**src/rtl/seq_gen_pkg.sv**
```systemverilog
// seq_gen_pkg: shared state encoding and counter sizing for the pattern generator
package seq_gen_pkg;
  typedef enum logic [1:0] {IDLE, PH_A, PH_B, PH_C} seq_state_t;
  function automatic int cnt_width(input int b_reps, input int c_reps);
    return $clog2((b_reps > c_reps ? b_reps : c_reps) + 1);
  endfunction
endpackage

```
**src/rtl/seq_gen_rep_counter.sv**
```systemverilog
// seq_gen_rep_counter: load-to-1 / increment repetition counter with terminal compare
module seq_gen_rep_counter #(
  parameter int W = 2
) (
  input  logic         clk,
  input  logic         rst_n,
  input  logic         load,
  input  logic         inc,
  input  logic [W-1:0] limit,
  output logic         at_limit
);
  logic [W-1:0] r_cnt;
  always_ff @(posedge clk or negedge rst_n)
    if (!rst_n) r_cnt <= '0;
    else if (load) r_cnt <= W'(1);
    else if (inc) r_cnt <= r_cnt + W'(1);
  assign at_limit = r_cnt == limit;
endmodule

```
**src/rtl/seq_pattern_gen.sv**
```systemverilog
// seq_pattern_gen: drives a ##1 b[*B_REPS] ##1 c[*C_REPS] |-> d with registered outputs
// Optional SEQ_GEN_ERR_INJECT_EN adds inject_err/err_pending to suppress d for negative tests.
module seq_pattern_gen
  import seq_gen_pkg::*;
#(
  parameter int B_REPS = 2,
  parameter int C_REPS = 3
) (
  input  logic clk,
  input  logic rst_n,
  input  logic start,
  input  logic abort,
`ifdef SEQ_GEN_ERR_INJECT_EN
  input  logic inject_err,
  output logic err_pending,
`endif
  output logic a,
  output logic b,
  output logic c,
  output logic d,
  output logic busy,
  output logic done
);
  localparam int W = cnt_width(B_REPS, C_REPS);
  localparam logic [W-1:0] LIM_B = W'(B_REPS);
  localparam logic [W-1:0] LIM_C = W'(C_REPS - 1);

  if (B_REPS < 1 || C_REPS < 1) begin : g_bad_params
    $fatal(1, "seq_pattern_gen: B_REPS and C_REPS must be >= 1");
  end

  seq_state_t r_state, w_nxt;
  logic r_a, r_b, r_c, r_d, r_busy, r_done;
  logic w_load, w_inc, w_at_limit, w_last_nxt, w_err_nxt;
  logic [W-1:0] w_limit;

  // In PH_C the counter is compared one short of C_REPS so the last-cycle flags can be registered.
  assign w_limit = r_state == PH_B ? LIM_B : LIM_C;

  always_comb begin
    w_nxt = r_state;
    w_load = 1'b0;
    w_inc = 1'b0;
    w_last_nxt = 1'b0;
    case (r_state)
      IDLE: w_nxt = start ? PH_A : IDLE;
      PH_A: begin
        w_nxt = abort ? IDLE : PH_B;
        w_load = 1'b1;
      end
      PH_B: begin
        w_nxt = abort ? IDLE : w_at_limit ? PH_C : PH_B;
        w_load = w_at_limit;
        w_inc = !w_at_limit;
        w_last_nxt = !abort && w_at_limit && C_REPS == 1;
      end
      PH_C: begin
        w_nxt = abort ? IDLE : r_done ? (start ? PH_A : IDLE) : PH_C;
        w_inc = !r_done;
        w_last_nxt = !abort && !r_done && w_at_limit;
      end
      default: w_nxt = IDLE;
    endcase
  end

  seq_gen_rep_counter #(.W(W)) u_cnt (
    .clk     (clk),
    .rst_n   (rst_n),
    .load    (w_load),
    .inc     (w_inc),
    .limit   (w_limit),
    .at_limit(w_at_limit)
  );

`ifdef SEQ_GEN_ERR_INJECT_EN
  logic r_err;
  assign w_err_nxt = w_nxt == PH_A ? inject_err : (w_nxt == IDLE ? 1'b0 : r_err);
  always_ff @(posedge clk or negedge rst_n)
    if (!rst_n) r_err <= 1'b0;
    else r_err <= w_err_nxt;
  assign err_pending = r_err;
`else
  assign w_err_nxt = 1'b0;
`endif

  always_ff @(posedge clk or negedge rst_n) begin
    if (!rst_n) begin
      r_state <= IDLE;
      r_a <= 1'b0;
      r_b <= 1'b0;
      r_c <= 1'b0;
      r_d <= 1'b0;
      r_busy <= 1'b0;
      r_done <= 1'b0;
    end else begin
      r_state <= w_nxt;
      r_a <= w_nxt == PH_A;
      r_b <= w_nxt == PH_B;
      r_c <= w_nxt == PH_C;
      r_d <= w_last_nxt && !w_err_nxt;
      r_busy <= w_nxt != IDLE;
      r_done <= w_last_nxt;
    end
  end

  assign a = r_a;
  assign b = r_b;
  assign c = r_c;
  assign d = r_d;
  assign busy = r_busy;
  assign done = r_done;
endmodule

```
**config.mk**
```make
export PLATFORM = sky130hd
export DESIGN_NAME = seq_pattern_gen
export DESIGN_NICKNAME = d
export VERILOG_FILES = /design/src/rtl/seq_gen_pkg.sv /design/src/rtl/seq_gen_rep_counter.sv /design/src/rtl/seq_pattern_gen.sv
export SDC_FILE = /design/constraint.sdc
export NUM_CORES = 1
export LEC_CHECK = 0
export BUFFER_PORTS_ARGS = -buffer_cell sky130_fd_sc_hd__buf_2
export CAP_MARGIN = 20
export CELL_PAD_IN_SITES_DETAIL_PLACEMENT = 1
export CELL_PAD_IN_SITES_GLOBAL_PLACEMENT = 1
export CORE_AREA = 5 5 42 44
export DETAILED_ROUTE_END_ITERATION = 10
export DIE_AREA = 0 0 47 49
export PLACE_DENSITY = 0.79
export SLEW_MARGIN = 10
export SYNTH_ARGS = -nofsm -noshare
export SYNTH_HDL_FRONTEND = slang
export SYNTH_SLANG_ARGS = --single-unit
```
**constraint.sdc**
```tcl
create_clock -name clk -period 3 [get_ports clk]
set_input_delay 0.3 -clock clk [delete_from_list [all_inputs] [get_ports clk]]
set_output_delay 0.3 -clock clk [all_outputs]
set_load 0.1 [all_outputs]
```
* Yosys cells after proc, flatten, opt, wreduce, memory -nomap -nowiden *
Index checks and enable logic that the tools add are counted.

storage, ports and cells
  register bits = 9
  bits in latches = 0
  bits in writable memories = 0
  ROM bits = 0
  bits of input ports = 4
  output and inout port bits = 6
  word-level logic and storage cells = 35
  memories kept = 0

operators by class
  add/subtract/negate cells = 1
  multipliers = 0
  div/mod/pow operators = 0
  order comparisons = 0
  eq/ne operators = 7
  shifts and indexed selects = 0
  multiplexer cells = 12
  bitwise logic cells = 0
  reduce and logical (&&, ||, !) cells = 8

operators by type and width
  kind                                                                    count
  2-bit 2-to-1 mux                                                        6
  2-bit equality test (second input constant)                             5
  2-bit case mux with 4 select lines                                      1
  2-bit by 1-bit equality test with 1-bit output (second input constant)  2
  1-bit case mux with 2 select lines                                      2
  2-bit nonzero test                                                      2
  1-bit logical NOT                                                       3
  1-bit 2-to-1 mux                                                        3
  2-bit by 1-bit adder with 2-bit output (second input constant)          1
  1-bit logical AND                                                       2
  2-bit logical NOT                                                       1

* Longest topological paths before layout *
Gate-level depths: netlist (run 1).

  word-level depth = 5
  gate-level depth with buffers = 7
  depth with buffers taken out = 7

* By module *
A second synthesis (run 1) with hierarchy kept.

second synthesis, totals
  cell total of the unflattened synthesis = 48
  area total of the unflattened synthesis = 525.5 µm²

by module, submodules not included
  module               instances  cells an instance  area an instance (µm²)  sequential area each (µm²)
  seq_pattern_gen      1          37                 404.1                   175.2
  seq_gen_rep_counter  1          11                 121.4                   50.0

* Worst setup path after synthesis (run 1) *
Ideal clock, no wire load.

  kind = register to output
  from = register r_done, in the netlist done
  to = output done
  arrival time = 1.385 ns
  path slack = 1.315 ns
  cell stages (with the launch flop) = 2
  buffers on the path = 1
  cells stage by stage = dfrtp_1 > buf_4

RTL lines
  what                    RTL line                source
  from (decl)             seq_pattern_gen.sv:33   logic r_a, r_b, r_c, r_d, r_busy, r_done;
  from (signal assigned)  seq_pattern_gen.sv:102  r_done <= w_last_nxt;
  to (decl)               seq_pattern_gen.sv:22   output logic done

No word-level cell between the ends.

* Worst setup path in the final report (run 1) *
  from = register r_state[0]
  to = register r_a, in the netlist a

between the ends
  word-level cells in the longest chain between the ends = 3
  elaborated cells on any way between the ends = 6

ends and longest elaborated chain
  what                                               RTL line               source
  from (decl)                                        seq_pattern_gen.sv:32  seq_state_t r_state, w_nxt;
  from (signal assigned)                             seq_pattern_gen.sv:96  r_state <= w_nxt;
  2-bit equality test, or another cell as far along  seq_pattern_gen.sv:45  case (r_state)
  2-bit case mux with 4 select lines *               seq_pattern_gen.sv:45
  net w_nxt[1]                                       seq_pattern_gen.sv:32
  2-bit by 1-bit equality test with 1-bit output *   seq_pattern_gen.sv:97  r_a <= w_nxt == PH_A;
  to (signal assigned)                               seq_pattern_gen.sv:89  r_a <= 1'b0;
  to (signal assigned)                               seq_pattern_gen.sv:97
  to (decl)                                          seq_pattern_gen.sv:33

The timed path passes the listed nets; every way through them passes the cells marked *.
A chain may end at the register's enable or synchronous reset.

==> run summary, run 1 <==
At the worst endpoint, the required time is 3.17 ns. The die covers 2300 sq um. The I/O pin count came out at 10.

The proportion of register bits with asynchronous set or reset after synthesis is 100%. The critical path is of the reg2reg type. The count of input and output buffers is 9.

The most common cell in the netlist is dfrtp_1. The final worst clock skew is 0.00110 ns. In this run, the number of DRC markers left after iteration 0 of detailed routing was 2.

The total power density per cell area came out at 949 nW/um^2. The synthesized design spends more area on one cell type than any other, namely dfrtp_1. In the global route stage, overall resource usage came out at 9.99%.

The total standard cell area after synthesis is 463 sq um. The number of hold-repair buffers added at the cts stage came out at 1. Of all nets on the critical path, the largest fanout is 5. The met2 demand-to-capacity share in global routing is 17.2%. Static timing analysis puts the maximum clock frequency at 0.694 GHz. Timing analysis after detailed placement gives a worst setup slack of 1.56 ns. The run finished with clean final reports. After detailed routing, the number of remaining DRC violations is 0. The final cell count without fillers came out at 72.

At the pin with the least slew margin, the transition time is 0.488 ns. The layout-stage area growth over the synthesis result came out at 20.3%. The TritonCTS buffer count is 3.

After detailed routing, the average wire length per cell comes to 13.0 um. The maximum VDD drop is 0.000334 V. By area the synthesized netlist is led by dfrtp_1, ha_1, inv_1. The H-tree depth reported by CTS is 1. The sequential area share after synthesis is 48.6%. The overall die height came out at 49 um. The area of the core is 1400 sq um. At the worst endpoint, the arrival time is 1.61 ns. The kind of end point of the critical path is a register.

The horizontal die dimension is 47 um. Once the clock tree was built, the setup fixing pass inserted 0 buffers. Setup repair after global routing left no endpoint under its margin.

Summed over all layers, the global routing overflow is 0. STA classifies the critical path startpoint as a register. The first-pass iteration count of the detailed router came out at 2. The final route contains 336 vias. The post-synthesis cell count came out at 43.

The fraction of final layout cells with drive strength greater than 1 is 30.4%. The tightest min-delay check is of the in2reg type. The number of gates resized after CTS is 0.

After synthesis, the largest area contributor takes up 48.6% of total cell area. For this configuration, the core starts out at a cell density of 33.0%. The later-pin clock latency in the skew report came out at 0.25 ns.

The number of register bits inferred by synthesis is 9. The global routing met3 resource utilization is 5.54%. After synthesis, the netlist uses 18 different library cells. The summed negative setup slack over all endpoints came out at 0 ns. The remaining antenna violation count after routing came out at 0. Setup slack closes at 1.56 ns. The clock slew at the register clock pins of the worst setup and hold paths is 0.06 ns. The tree is rooted in a clkbuf_4. The static leakage is 0.000311 uW. Averaged over all synthesized cells, the footprint is 10.8 sq um. The minimum clock period came out at 1.44 ns.

The first-pass GRT wire length came out at 1.64 mm. The commonest register cell after synthesis is dfrtp_1. The max-capacitance violation count is 0. Counting instances in the post-synthesis netlist gives the leading cell types as dfrtp_1, ha_1, inv_1, nor2_1. The final critical-path share of the clock period came out at 48.0%. The synthesized netlist net count is 53. The ratio of routed vias to standard cells is 4.67.

The number of placed instances, taps included, is 67. The met1 track utilization from global routing came out at 10.5%. The final number of setup-violating endpoints is 0.

The number of diodes added for antenna fixing is 0. In this run the most used layer during global routing was met2. The fill cell instance count of the final layout came out at 168. The number of warnings reported in the yosys synthesis log is 0. Summed over all layers, the routed wires come to 934 um. The placement row count is 14.

The TritonCTS clock tree is built. In this run, synthesis inferred 0 flip-flops with an integrated enable. The clock net in this run drives a total of 9 sinks. The estimated wirelength of the detail-placed design is 787 um. The total count of max-transition violations in the final report came to 0.

The number of antenna violations at the first check in global routing is 0. The largest net degree at the start of global routing is 10. The number of global-route vias before repair came out at 379. The total count of hold-check failures in the final report is 0. The clock passes through at most 2 buffers. The last weighted congestion value of the routability-driven placer came out at 0.777. The net total in the final layout is 67. In this run the tightest slew margin relative to its limit is 67.7%.
## worst paths after layout
kind | startpoint | to | slack (ns) | cells past startpoint
max | r_state[0] | a | 1.56 | 5
min | abort | done | 0.22 | 2
max reg2reg | r_state[0] | a | 1.56 | 5
min reg2reg | done | done | 0.53 | 1
max in group asynchronous | rst_n | b | 2.38 | 2
min in group asynchronous | rst_n | r_state[0] | 0.44 | 2
## layer usage
metal  wire, um  vias up
met1        365      164
met4          0        0
met2        510        6
met5          0        -
li1           -      166
met3         57        0
## stage by stage
stage	util, %	area, sq um	hold WS, ns	total power, uW
global route	39.7	557	0.222	566
global placement	37.1	520	0.156	432
CTS	39.7	557	0.208	537
finish	39.7	557	0.218	528
floorplan	-	463	0.00441	389
detailed placement	37.1	520	0.166	441
## power breakdown
group / switching [uW] / internal (uW)
clock network: 38.7 / 51.0
registers: 21.7 / 156
logic: 196 / 65.1
total: 257 / 272
## layout make-up
| cell class | count | area (sq um) | share of cell area (%) |
|---|---|---|---|
| timing repair buffer | 10 | 55.1 | 9.89 |
| inverter | 7 | 26.3 | 4.72 |
| tap | 16 | 20.0 | 3.60 |
| clock buffer | 4 | 26.3 | 4.72 |
| sequential | 9 | 225 | 40.4 |
| multi-input combinational | 26 | 204 | 36.6 |
## flip-flops by register name, summed over array words and instances, names as in the netlist
name / count
a: 1
done: 1
busy: 1
r_state: 2
u_cnt.r_cnt: 2
c: 1
b: 1
## logic make-up (layout without fill, tap and decap cells)
family,after synthesis,after routing,synth area share [%]
buffers and inverters,8,21,7.30
AND/OR/NAND/NOR,10,10,11.1
AO/OA/AOI/OAI,8,8,12.7
adder cells (fa/ha/maj),6,6,16.2
multiplexers,1,1,2.16
flip-flops,9,9,48.6
XOR/XNOR,1,1,1.89
## cell usage in the layout, fill, tap and decap left out
cell           synthesis  layout
nor2b_1                1       1
o31ai_2                1       1
clkbuf_4               0       3
nor4bb_1               1       1
a21o_1                 1       1
inv_1                  6       6
o21ai_1                1       1
dfrtp_1                9       9
nor2b_2                1       1
xnor2_1                1       1
dlygate4sd3_1          0       1
inv_2                  1       1
a21o_2                 1       1
clkbuf_1               0       1
o22a_2                 1       1
buf_2                  0       9
ha_1                   6       6
mux2i_1                1       1
a21oi_1                3       3
nand2_1                3       3
nor2_1                 4       4
## worst max-delay path: stages (launching register included)
cell     delay, ns
dfrtp_1       0.41
inv_1         0.08
ha_1          0.26
o31ai_2       0.39
inv_1         0.10
nor2_1        0.13
Power figures use the tool's default switching activity.
==> run 2, diff against run 1 <==
==> constraint.sdc (replaced) <==
create_clock -name clk -period 1.46 [get_ports clk]
set_input_delay 0.146 -clock clk [delete_from_list [all_inputs] [get_ports clk]]
set_output_delay 0.146 -clock clk [all_outputs]
set_load 0.1 [all_outputs]
==> run summary, run 2 (synthesized netlist as in run 1, its figures left out) <==
Setup slack closes at 0.0218 ns. The total detailed-routing wirelength is 1.12 mm. The congestion estimate from routability-driven global placement came to 0.703. In this run the critical register-to-register path is launched from r_state[0]. The most frequent standard cell in the layout excluding fill and tap cells is buf_2. Walking the worst path, the cells encountered are buf_4 -> ha_1 -> o22a_2 -> xnor2_1 -> nand2_1.

The count of input and output buffers came out at 9. The final cell count without fillers came out at 74. The max-capacitance violation count is 0. The maximum achievable frequency is 0.695 GHz. The later-pin clock latency in the skew report came out at 0.26 ns. The worst path required time came out at 1.61 ns. The critical path in this run is classified as reg2reg. The ratio of routed vias to standard cells came out at 4.76. The fill cell instance count of the final layout is 168. The layout-stage area growth over the synthesis result came out at 31.4%. The floorplan step defined a die boundary enclosing 2300 sq um. The clock slew at the register clock pins of the worst setup and hold paths came out at 0.06 ns. The horizontal die dimension is 47 um. The initial core utilization came out at 33.0%.

The number of antenna violations at the first check in global routing came out at 0. For the pin with the worst max-slew slack, the measured transition is 0.491 ns. The average detailed-routed wire length per instance is 15.1 um. The first detailed-routing pass ran for 2 iterations. At the placement stage, the worst setup path has a slack of 0.00427 ns.

The critical path starts at r_state[0]. The area of the core came out at 1400 sq um. The tree is rooted in a clkbuf_4. The TritonCTS buffer count is 3. The maximum buffer depth of the clock tree is 2. The number of antenna diodes in the final layout is 0. The number of global-route vias before repair is 385. The fraction of final layout cells with drive strength greater than 1 came out at 46.6%.

The largest registers in the layout are r_state x2, u_cnt.r_cnt x2. The maximum cell stage delay along the critical path came out at 0.42 ns. The worst pin sits at a relative slew slack of 67.5%. The summed negative setup slack over all endpoints came out at 0 ns. The I/O pin count came out at 10.

For this design, the sink count on the clock tree is 9. After floorplanning, the core was divided into 14 placement rows. The worst hold path begins at abort. The estimated wirelength of the detail-placed design came out at 821 um. Entering global routing, the biggest net connects 10 pins. In the layout the commonest cells are buf_2, dfrtp_1, inv_1, ha_1.

The min-delay analysis places its worst path in the category in2reg. The net total in the final layout came out at 69. The final worst clock skew came out at 0.00393 ns. For the finished layout, the period the worst path requires is 1.44 ns. The static leakage came out at 0.000315 uW. The number of cells after detailed placement is 67. The total count of hold-check failures in the final report came out at 0.

The total count of max-transition violations in the final report came out at 0. The worst setup path is captured at a register. The biggest fanout along the worst timing path is 4. Setup repair after global routing could not meet its margin everywhere. The final number of setup-violating endpoints is 0. After the first detailed-routing iteration, the DRC count stood at 1. For this design, the slowest cell found on the critical path is dfrtp_1. The total number of vias came out at 352. The remaining antenna violation count after routing is 0.

The global-route usage over all layers is 11.3%. Dividing the final minimum period by the clock period gives 98.5%. STA classifies the critical path startpoint as a register. IR analysis of the VDD net gives a maximum drop of 0.000981 V. The signal arrival time at the worst endpoint is 1.59 ns. The remaining routing DRC violations is 0.

The flow ran to the end, and the final reports show no timing, DRC or antenna violations. After global routing the overflow that remains totals 0. The H-tree depth reported by CTS is 1. The first global-routing pass estimated 1.77 mm of wire. TritonCTS built the clock tree.

The overall die height came out at 49 um. The total power density per cell area came out at 1980 nW/um^2.
==> run 2: cell types whose count changed in the layout (fill, tap and decap cells not counted), sizes merged <==
cell	delta
buf	+2
==> run 2: worst max-delay path: cells and delay by family (launching register included) <==
| family | cells | cell delay, ns |
|---|---|---|
| AND/OR/NAND/NOR | 1 | 0.07 |
| buffers and inverters | 1 | 0.16 |
| flip-flops | 1 | 0.42 |
| AO/OA/AOI/OAI | 1 | 0.27 |
| XOR/XNOR | 1 | 0.18 |
| adder cells (fa/ha/maj) | 1 | 0.23 |
==> run 2: final cells by class <==
cell class	count	area (sq um)	share of cell area (%)
clock buffers	4	26.3	4.32
multi-input cells	26	238	39.1
flip-flops and latches	9	228	37.4
well taps	16	20.0	3.29
repair buffers	12	70.1	11.5
inverters	7	26.3	4.32
==> run 2: what timing repair did <==
action                     in CTS  in global routing
hold buffers                    1                  0
hold endpoints to repair        9                  0
setup endpoints to repair       2                  7
buffers inserted                2                  0
pin swaps                       0                  1
gates resized for setup         0                 10
==> run 2: power breakdown <==
part	internal, uW	switching, uW	leakage, uW
clock network	105	89.3	0.0000150
logic	184	450	0.000187
registers	321	51.4	0.000113
==> run 2: per-stage QoR <==
| step | power (uW) | utilization (%) | instance area (sq um) | hold WS [ns] |
|---|---|---|---|---|
| floorplan | 799 | - | 464 | -0.150 |
| global placement | 886 | 37.2 | 522 | 0.00695 |
| detailed placement | 915 | 37.2 | 522 | 0.0130 |
| CTS | 1150 | 40.9 | 573 | 0.0469 |
| global route | 1270 | 43.4 | 608 | 0.0970 |
| finish | 1200 | 43.4 | 608 | 0.0866 |
==> run 2: per-layer routing <==
| metal | global-route usage, % | vias to the layer above | share of wire [%] |
|---|---|---|---|
| met5 | 0 | - | 0 |
| met4 | 6.91 | 0 | 3.1 |
| met3 | 3.32 | 4 | 4.8 |
| met2 | 19.0 | 8 | 55 |
| met1 | 11.4 | 170 | 37 |
| li1 | - | 170 | - |
==> run 2: final timing paths <==
check	end	slack, ns	cells after the start
setup / recovery	u_cnt.r_cnt[0]	0.02	5
hold / removal	done	0.09	2
setup reg to reg	u_cnt.r_cnt[0]	0.02	5
hold reg to reg	done	0.49	1
max in group asynchronous	r_state[1]	0.99	2
min in group asynchronous	busy	0.26	2
